[src/rtl/feedback_accumulator.sv]
// Multi-channel signed feedback accumulator with optional leak, saturate/wrap arithmetic,
// global clear, sticky per-channel overflow and a registered valid/ready output stage.
module feedback_accumulator #(
    parameter int unsigned DATA_W     = 8,
    parameter int unsigned CHANNELS   = 4,
    parameter int unsigned SATURATE   = 1,
    parameter int unsigned LEAK_SHIFT = 0,
    localparam int unsigned CW        = (CHANNELS > 1) ? $clog2(CHANNELS) : 1
) (
    input  logic                     system1000,
    input  logic                     system1000_rst,
    input  logic                     in_valid,
    output logic                     in_ready,
    input  logic [CW-1:0]            in_chan,
    input  logic signed [DATA_W-1:0] in_data,
    input  logic                     clear,
    output logic                     out_valid,
    input  logic                     out_ready,
    output logic [CW-1:0]            out_chan,
    output logic signed [DATA_W-1:0] out_data,
    output logic [CHANNELS-1:0]      overflow
);

    localparam int unsigned EW = DATA_W + 2;
    localparam logic signed [EW-1:0] MaxV = {3'b000, {(DATA_W-1){1'b1}}};
    localparam logic signed [EW-1:0] MinV = {3'b111, {(DATA_W-1){1'b0}}};

    logic signed [DATA_W-1:0] acc_q [CHANNELS];

    logic                     accept;
    logic                     chan_ok;
    logic signed [DATA_W-1:0] cur;
    logic signed [EW-1:0]     cur_x;
    logic signed [EW-1:0]     leak_x;
    logic signed [EW-1:0]     sum;
    logic                     ovf;
    logic signed [DATA_W-1:0] res;

    assign in_ready = !system1000_rst && (!out_valid || out_ready);
    assign accept   = in_valid && in_ready;

    always_comb begin
        chan_ok = 1'b0;
        cur     = '0;
        for (int i = 0; i < CHANNELS; i++) begin
            if (in_chan == CW'(i)) begin
                chan_ok = 1'b1;
                cur     = acc_q[i];
            end
        end
        // A same-cycle clear means the sample lands on a zeroed accumulator.
        if (clear) begin
            cur = '0;
        end
        cur_x  = {{2{cur[DATA_W-1]}}, cur};
        leak_x = (LEAK_SHIFT == 0) ? '0 : (cur_x >>> LEAK_SHIFT);
        sum    = cur_x - leak_x + {{2{in_data[DATA_W-1]}}, in_data};
        ovf    = (sum > MaxV) || (sum < MinV);
        res    = sum[DATA_W-1:0];
        if (ovf && (SATURATE != 0)) begin
            res = sum[EW-1] ? MinV[DATA_W-1:0] : MaxV[DATA_W-1:0];
        end
    end

    always_ff @(posedge system1000) begin
        if (system1000_rst) begin
            for (int i = 0; i < CHANNELS; i++) begin
                acc_q[i] <= '0;
            end
            overflow  <= '0;
            out_valid <= 1'b0;
            out_data  <= '0;
            out_chan  <= '0;
        end else begin
            if (clear) begin
                for (int i = 0; i < CHANNELS; i++) begin
                    acc_q[i] <= '0;
                end
                overflow <= '0;
            end
            if (accept && chan_ok) begin
                for (int i = 0; i < CHANNELS; i++) begin
                    if (in_chan == CW'(i)) begin
                        acc_q[i]    <= res;
                        overflow[i] <= ovf | (overflow[i] & !clear);
                    end
                end
                out_valid <= 1'b1;
                out_data  <= res;
                out_chan  <= in_chan;
            end else if (out_ready) begin
                out_valid <= 1'b0;
            end
        end
    end

endmodule
[config.mk]
export PLATFORM = sky130hd
export DESIGN_NAME = feedback_accumulator
export DESIGN_NICKNAME = d
export VERILOG_FILES = /design/src/rtl/feedback_accumulator.sv
export SDC_FILE = /design/constraint.sdc
export NUM_CORES = 1
export LEC_CHECK = 0
export CAP_MARGIN = 20
export CELL_PAD_IN_SITES_DETAIL_PLACEMENT = 1
export CELL_PAD_IN_SITES_GLOBAL_PLACEMENT = 2
export CORE_ASPECT_RATIO = 1.5
export CORE_MARGIN = 2
export CORE_UTILIZATION = 39
export CTS_BUF_LIST = sky130_fd_sc_hd__clkbuf_16
export DETAILED_ROUTE_END_ITERATION = 16
export PLACE_DENSITY = 0.93
export SYNTH_ARGS = -nofsm -noshare
export SYNTH_HDL_FRONTEND = slang
export SYNTH_SLANG_ARGS = --single-unit
[constraint.sdc]
create_clock -name system1000 -period 6.3 [get_ports system1000]
set_input_delay 0.945 -clock system1000 [delete_from_list [all_inputs] [get_ports system1000]]
set_output_delay 0.945 -clock system1000 [all_outputs]
set_load 0.005 [all_outputs]
[Yosys cells after proc, flatten, opt, wreduce, memory -nomap -nowiden]
Memory sizes are Yosys's and may differ from the RTL's.
Index checks and enable logic that the tools add are counted.
Word-level totals
  bits in registers: 15
  RAM bits: 32
  memories kept: 1
  input bits: 15
Cells by class
  eq/ne operators: 3
  add/sub/neg operators: 1
  muxes and demuxes: 47
  reduce and logical (&&, ||, !) cells: 10
  $lt $le $gt $ge: 2
  bitwise logic cells: 16
Memories
  acc_q: words 4, bits a word 8, rd ports 4, clocked after memory_dff 0, write ports 4, RTL line 28  | logic signed [DATA_W-1:0] acc_q [CHANNELS];
Operators with widths (number)
  2-to-1 mux 8 bit: 15
  2-to-1 mux 1 bit: 30
  bitwise OR 1 bit: 12
  adder 8 x 8 -> 9 bit: 1
  > comparator 9 x 8 -> 1 bit, second input constant: 1
  < comparator 9 x 8 -> 1 bit, second input constant: 1
  2-to-1 mux 4 bit: 2
  AND 1 bit: 4
  equality test 2 bit, second input constant: 2
  logical AND 1 bit: 3
  zero test 1 bit: 3
  equality test 2 x 1 -> 1 bit, second input constant: 1
  zero test 2 bit: 1
  logical OR 1 bit: 2
  nonzero test 2 bit: 1

[Longest topological paths before layout]
  depth after elaboration: 12
  mapped depth: 12
  gate-level depth less buffers: 9

[Worst setup path after synthesis]
OpenSTA, ideal clock, no wires.
  path kind: in2reg
  start point: in in_chan[1]
  end point: mem acc_q[0][3] (data pin)
  buffers on the path: 2
  data required time: 6029 ps
  arrival time: 3426 ps
  stages on the path: 11
  path slack: 2603 ps
  library setup time: 271 ps
  path through: buf_1 > mux4_2 > nor2b_1 > ha_1 > fa_1 > a21oi_1 > o21ai_0 > o21a_1 > buf_4 > o31ai_1 > a21oi_1
RTL lines
  start: declaration: RTL line 14  | input logic [CW-1:0] in_chan,
  end: declaration: RTL line 28

[Worst setup path after layout]
  start point: in in_chan[0]
  end point: reg out_data[3]
Between the ends
  longest elaborated chain between the ends: 10
Ends and longest elaborated chain
  zero test 2 bit: RTL line 46  | if (in_chan == CW'(i)) begin
  2-to-1 mux 8 bit (4 in series): RTL line 46
  2-to-1 mux 8 bit: RTL line 52  | if (clear) begin
  adder 8 x 8 -> 9 bit: RTL line 57  | sum = cur_x - leak_x + {{2{in_data[DATA_W-1]}}, in_data};
  > comparator 9 x 8 -> 1 bit or < comparator 9 x 8 -> 1 bit (tied branches): RTL line 58  | ovf = (sum > MaxV) || (sum < MinV);
  logical OR 1 bit: RTL line 58
  2-to-1 mux 8 bit: RTL line 60  | if (ovf && (SATURATE != 0)) begin
  end signal: assignment: RTL line 89  | out_data <= res;
  end: declaration: RTL line 20  | output logic signed [DATA_W-1:0] out_data,
Parallel ways exist; a longest one is shown, timed or not.
A chain may end at the register's enable or synchronous reset.

==> impl_metrics.json <==
{
  "status": "completed",
  "path_class": "input pin to register",
  "busiest_layer": "met2",
  "cp_data_required_time_ns": 6.49,
  "firstDrtPassIters": 4,
  "maxSlewHeadroom_pct": 42.0,
  "wl_per_cell_um": 20.6,
  "synth-seq-cells": 47,
  "drive_gt1_share_pct": 11.1,
  "overflow": 0,
  "final_nets": 302,
  "syn_inst": 252,
  "post_cts_buffers": 0,
  "avgViaCountPerCell": 6.08,
  "dieArea_um2": 7450,
  "hp-class": "register to register",
  "yosysSeqAreaShare_pct": 44.8,
  "cts_hold_buf": 0,
  "grt_pass1_wl_mm": 11.9,
  "r2r-end": "out_data[3]",
  "n_antenna_cell": 0,
  "die_y_um": 105,
  "setup_tns_ns": 0,
  "fmax_mhz": 205,
  "drcViolationCount": 0,
  "setup_viol": 0,
  "cap_violations": 0,
  "endpoint": "out_data[3]",
  "vias": 2158,
  "synth_cell_type_count": 54,
  "timing.rr.start": "acc_q[3][5]",
  "worstSetupEndpointType": "register",
  "critPathLaunchType": "input pin",
  "crit_path_start": "in_chan[0]",
  "p_clk_share_pct": 33.5,
  "grtUsageMet3_pct": 3.95,
  "clk_pin_slew_worst_paths_ns": 0.06,
  "r2r_slack_ns": 2.85,
  "cts.path.max_buffers": 2,
  "start_util_pct": 40.4,
  "totalWireLength_mm": 7.30,
  "crit_arrival_ns": 5.07,
  "finalCritPeriodShare_pct": 77.6,
  "path_cells": "clkdlybuf4s50_1, mux4_2, nor2b_1, ha_1, nand3_2, a21boi_2, o21a_1, nand3_1, a311oi_1",
  "core_area_um2": 6530,
  "syn-num-nets": 276,
  "clkLatencyLatePin_ns": 0.29,
  "die_x_um": 71.2,
  "slowest_stage": "clkdlybuf4s50_1",
  "place_hpwl_mm": 5.26,
  "reg2regPathDepth": 8,
  "antenna_found_initial": 0,
  "ys.flop_type": "edfxtp_1",
  "dp_cells": 347,
  "port_buffers": 30,
  "postCtsResizedCells": 0,
  "rsz0062_at_grt": "no",
  "ir_drop_uv": 268,
  "hold_violations": 0,
  "grt.met1_usage_pct": 25.2,
  "grt_pass1_vias": 2254,
  "crit_path_max_incr_delay_ns": 1.00,
  "clock-sinks": 47,
  "use_met2_pct": 35.1,
  "gr-usage-all-layers_pct": 20.3,
  "htree_levels": 2,
  "p_comb_share_pct": 21.2,
  "grt_max_degree": 22,
  "drt-initial-drc-count": 69,
  "ys_warn_count": 0,
  "p_int_mw": 0.551,
  "leakage_nw": 1.18,
  "cts_tree": "built",
  "maxSlewViolCount": 0,
  "synth_edf_count": 24,
  "crit_path_max_fanout": 16,
  "power_frac_seq_pct": 45.3,
  "numCtsBuffers": 5,
  "worstMarginPinSlew_ns": 0.867,
  "finalClockSkew_ns": 0.00544,
  "fin_crit_ns": 4.89,
  "synthArstFlopShare_pct": 0,
  "root_buffer": "clkbuf_16",
  "gp_congestion": 0.828,
  "avgSynthCellArea_um2": 10.5,
  "io_pins": 31,
  "synthesis.area_um2": 2640,
  "ant_nets": 0,
  "power.density_nw_per_um2": 246,
  "netSwitchingPower_mw": 0.217,
  "rows": 36,
  "final_cell_count_no_fill": 355,
  "p_sw_share_pct": 28.2,
  "area_delta_synth_final_pct": 18.3
}
layout make-up:
cell class	count	area, um^2
fillers	728	3410
multi-input cells	181	1340
flip-flops and latches	47	1180
repair buffers	34	330
clock buffers	5	125
well taps	76	95.1
inverters	9	33.8
clock inverters	3	16.3
registers in the layout (all words and copies together), names as in the netlist:
signal,count
overflow,4
out_valid,1
out_data,8
out_chan,2
acc_q,32
metrics by stage:
stage | utilization, % | hold slack, ns | power [mW] | setup WS (ns) | cell area (um^2)
after floorplan | - | 0.438 | 0.461 | 2.60 | 2640
after global placement | 45.6 | 0.452 | 0.511 | 1.13 | 2980
after detailed placement | 45.6 | 0.451 | 0.515 | 1.09 | 2980
after CTS | 47.8 | 0.463 | 0.769 | 1.37 | 3120
after global routing | 47.8 | 0.511 | 0.797 | 1.09 | 3120
final | 47.8 | 0.463 | 0.768 | 1.41 | 3120
cell usage after synthesis (2+ instances only):
master | instances | area [um^2]
a21oi_1 | 27 | 135
buf_4 | 2 | 15.0
nand2_1 | 21 | 78.8
nand2b_1 | 6 | 37.5
dfxtp_1 | 23 | 460
nor3_1 | 6 | 30.0
mux4_2 | 8 | 180
a22oi_1 | 3 | 22.5
o21a_1 | 2 | 15.0
edfxtp_1 | 24 | 721
o22ai_1 | 3 | 18.8
nor3b_1 | 2 | 15.0
and2_1 | 2 | 12.5
o21ai_0 | 5 | 25.0
nor2_1 | 13 | 48.8
o211ai_2 | 4 | 50.1
or2_2 | 2 | 12.5
buf_2 | 3 | 15.0
xnor2_1 | 2 | 17.5
nand4b_1 | 2 | 17.5
clkbuf_1 | 6 | 22.5
inv_1 | 9 | 33.8
a311oi_1 | 6 | 52.6
nor2b_1 | 10 | 62.6
buf_6 | 3 | 33.8
o311ai_0 | 2 | 17.5
nand4_1 | 5 | 31.3
ha_1 | 8 | 100
o211ai_1 | 3 | 22.5
nand3_1 | 10 | 50.1
or3_1 | 2 | 12.5
o31ai_1 | 6 | 45.0
cell families after synthesis:
logic type | share of synthesized area (%)
and+or+nand+nor | 17.8
AOI/OAI and AO/OA | 20.0
DFF | 44.8
buffers and inverters | 4.69
muxes | 7.21
adders and majority gates | 4.55
xor gates and xnor gates | 0.996
power by group through the flow:
stage / sequential, mW / clock, mW / combinational [mW]
2_1_floorplan: 0.352 / 0 / 0.109
3_3_place_gp: 0.353 / 0 / 0.158
3_5_place_dp: 0.354 / 0 / 0.161
4_1_cts: 0.348 / 0.258 / 0.163
5_1_grt: 0.349 / 0.270 / 0.178
6_report: 0.348 / 0.257 / 0.163
critical path: cells and delay by family:
family / cells / cell delay (ns)
adder cells (fa/ha/maj): 1 / 0.50
buffers and inverters: 1 / 1.00
multiplexers: 1 / 0.58
AO/OA/AOI/OAI: 3 / 1.18
AND/OR/NAND/NOR: 3 / 0.84
metal layers:
| metal | wire length, um | up-vias |
|---|---|---|
| li1 | - | 1016 |
| met1 | 2970 | 1065 |
| met2 | 3770 | 64 |
| met3 | 412 | 13 |
| met4 | 151 | 0 |
| met5 | 0 | - |
worst min-delay path by stage:
stage / startpoint / endpoint / slack [ns] / cells past startpoint
after floorplan: acc_q[2][4] / acc_q[2][4] / 0.44 / 2
after global placement: out_chan[0] / out_chan[0] / 0.45 / 2
after detailed placement: out_chan[1] / out_chan[1] / 0.45 / 2
after CTS: out_chan[1] / out_chan[1] / 0.46 / 2
after global routing: out_chan[1] / out_chan[1] / 0.51 / 2
final: out_chan[0] / out_chan[0] / 0.46 / 2
layout by cell type, fill, tap and decap left out, drive strengths merged, types with 4 or more instances in the layout:
cell type,n
nor2,13
mux4,8
edfxtp,24
nand2,21
o31ai,6
clkdlybuf4s50,30
nor2b,10
clkbuf,5
nand2b,6
ha,8
buf,4
nand3,11
nand4,5
a21oi,28
inv,10
o21ai,5
dfxtp,23
a311oi,6
nor3,6
o211ai,7
Note: power is estimated with default switching activity, not from simulation.
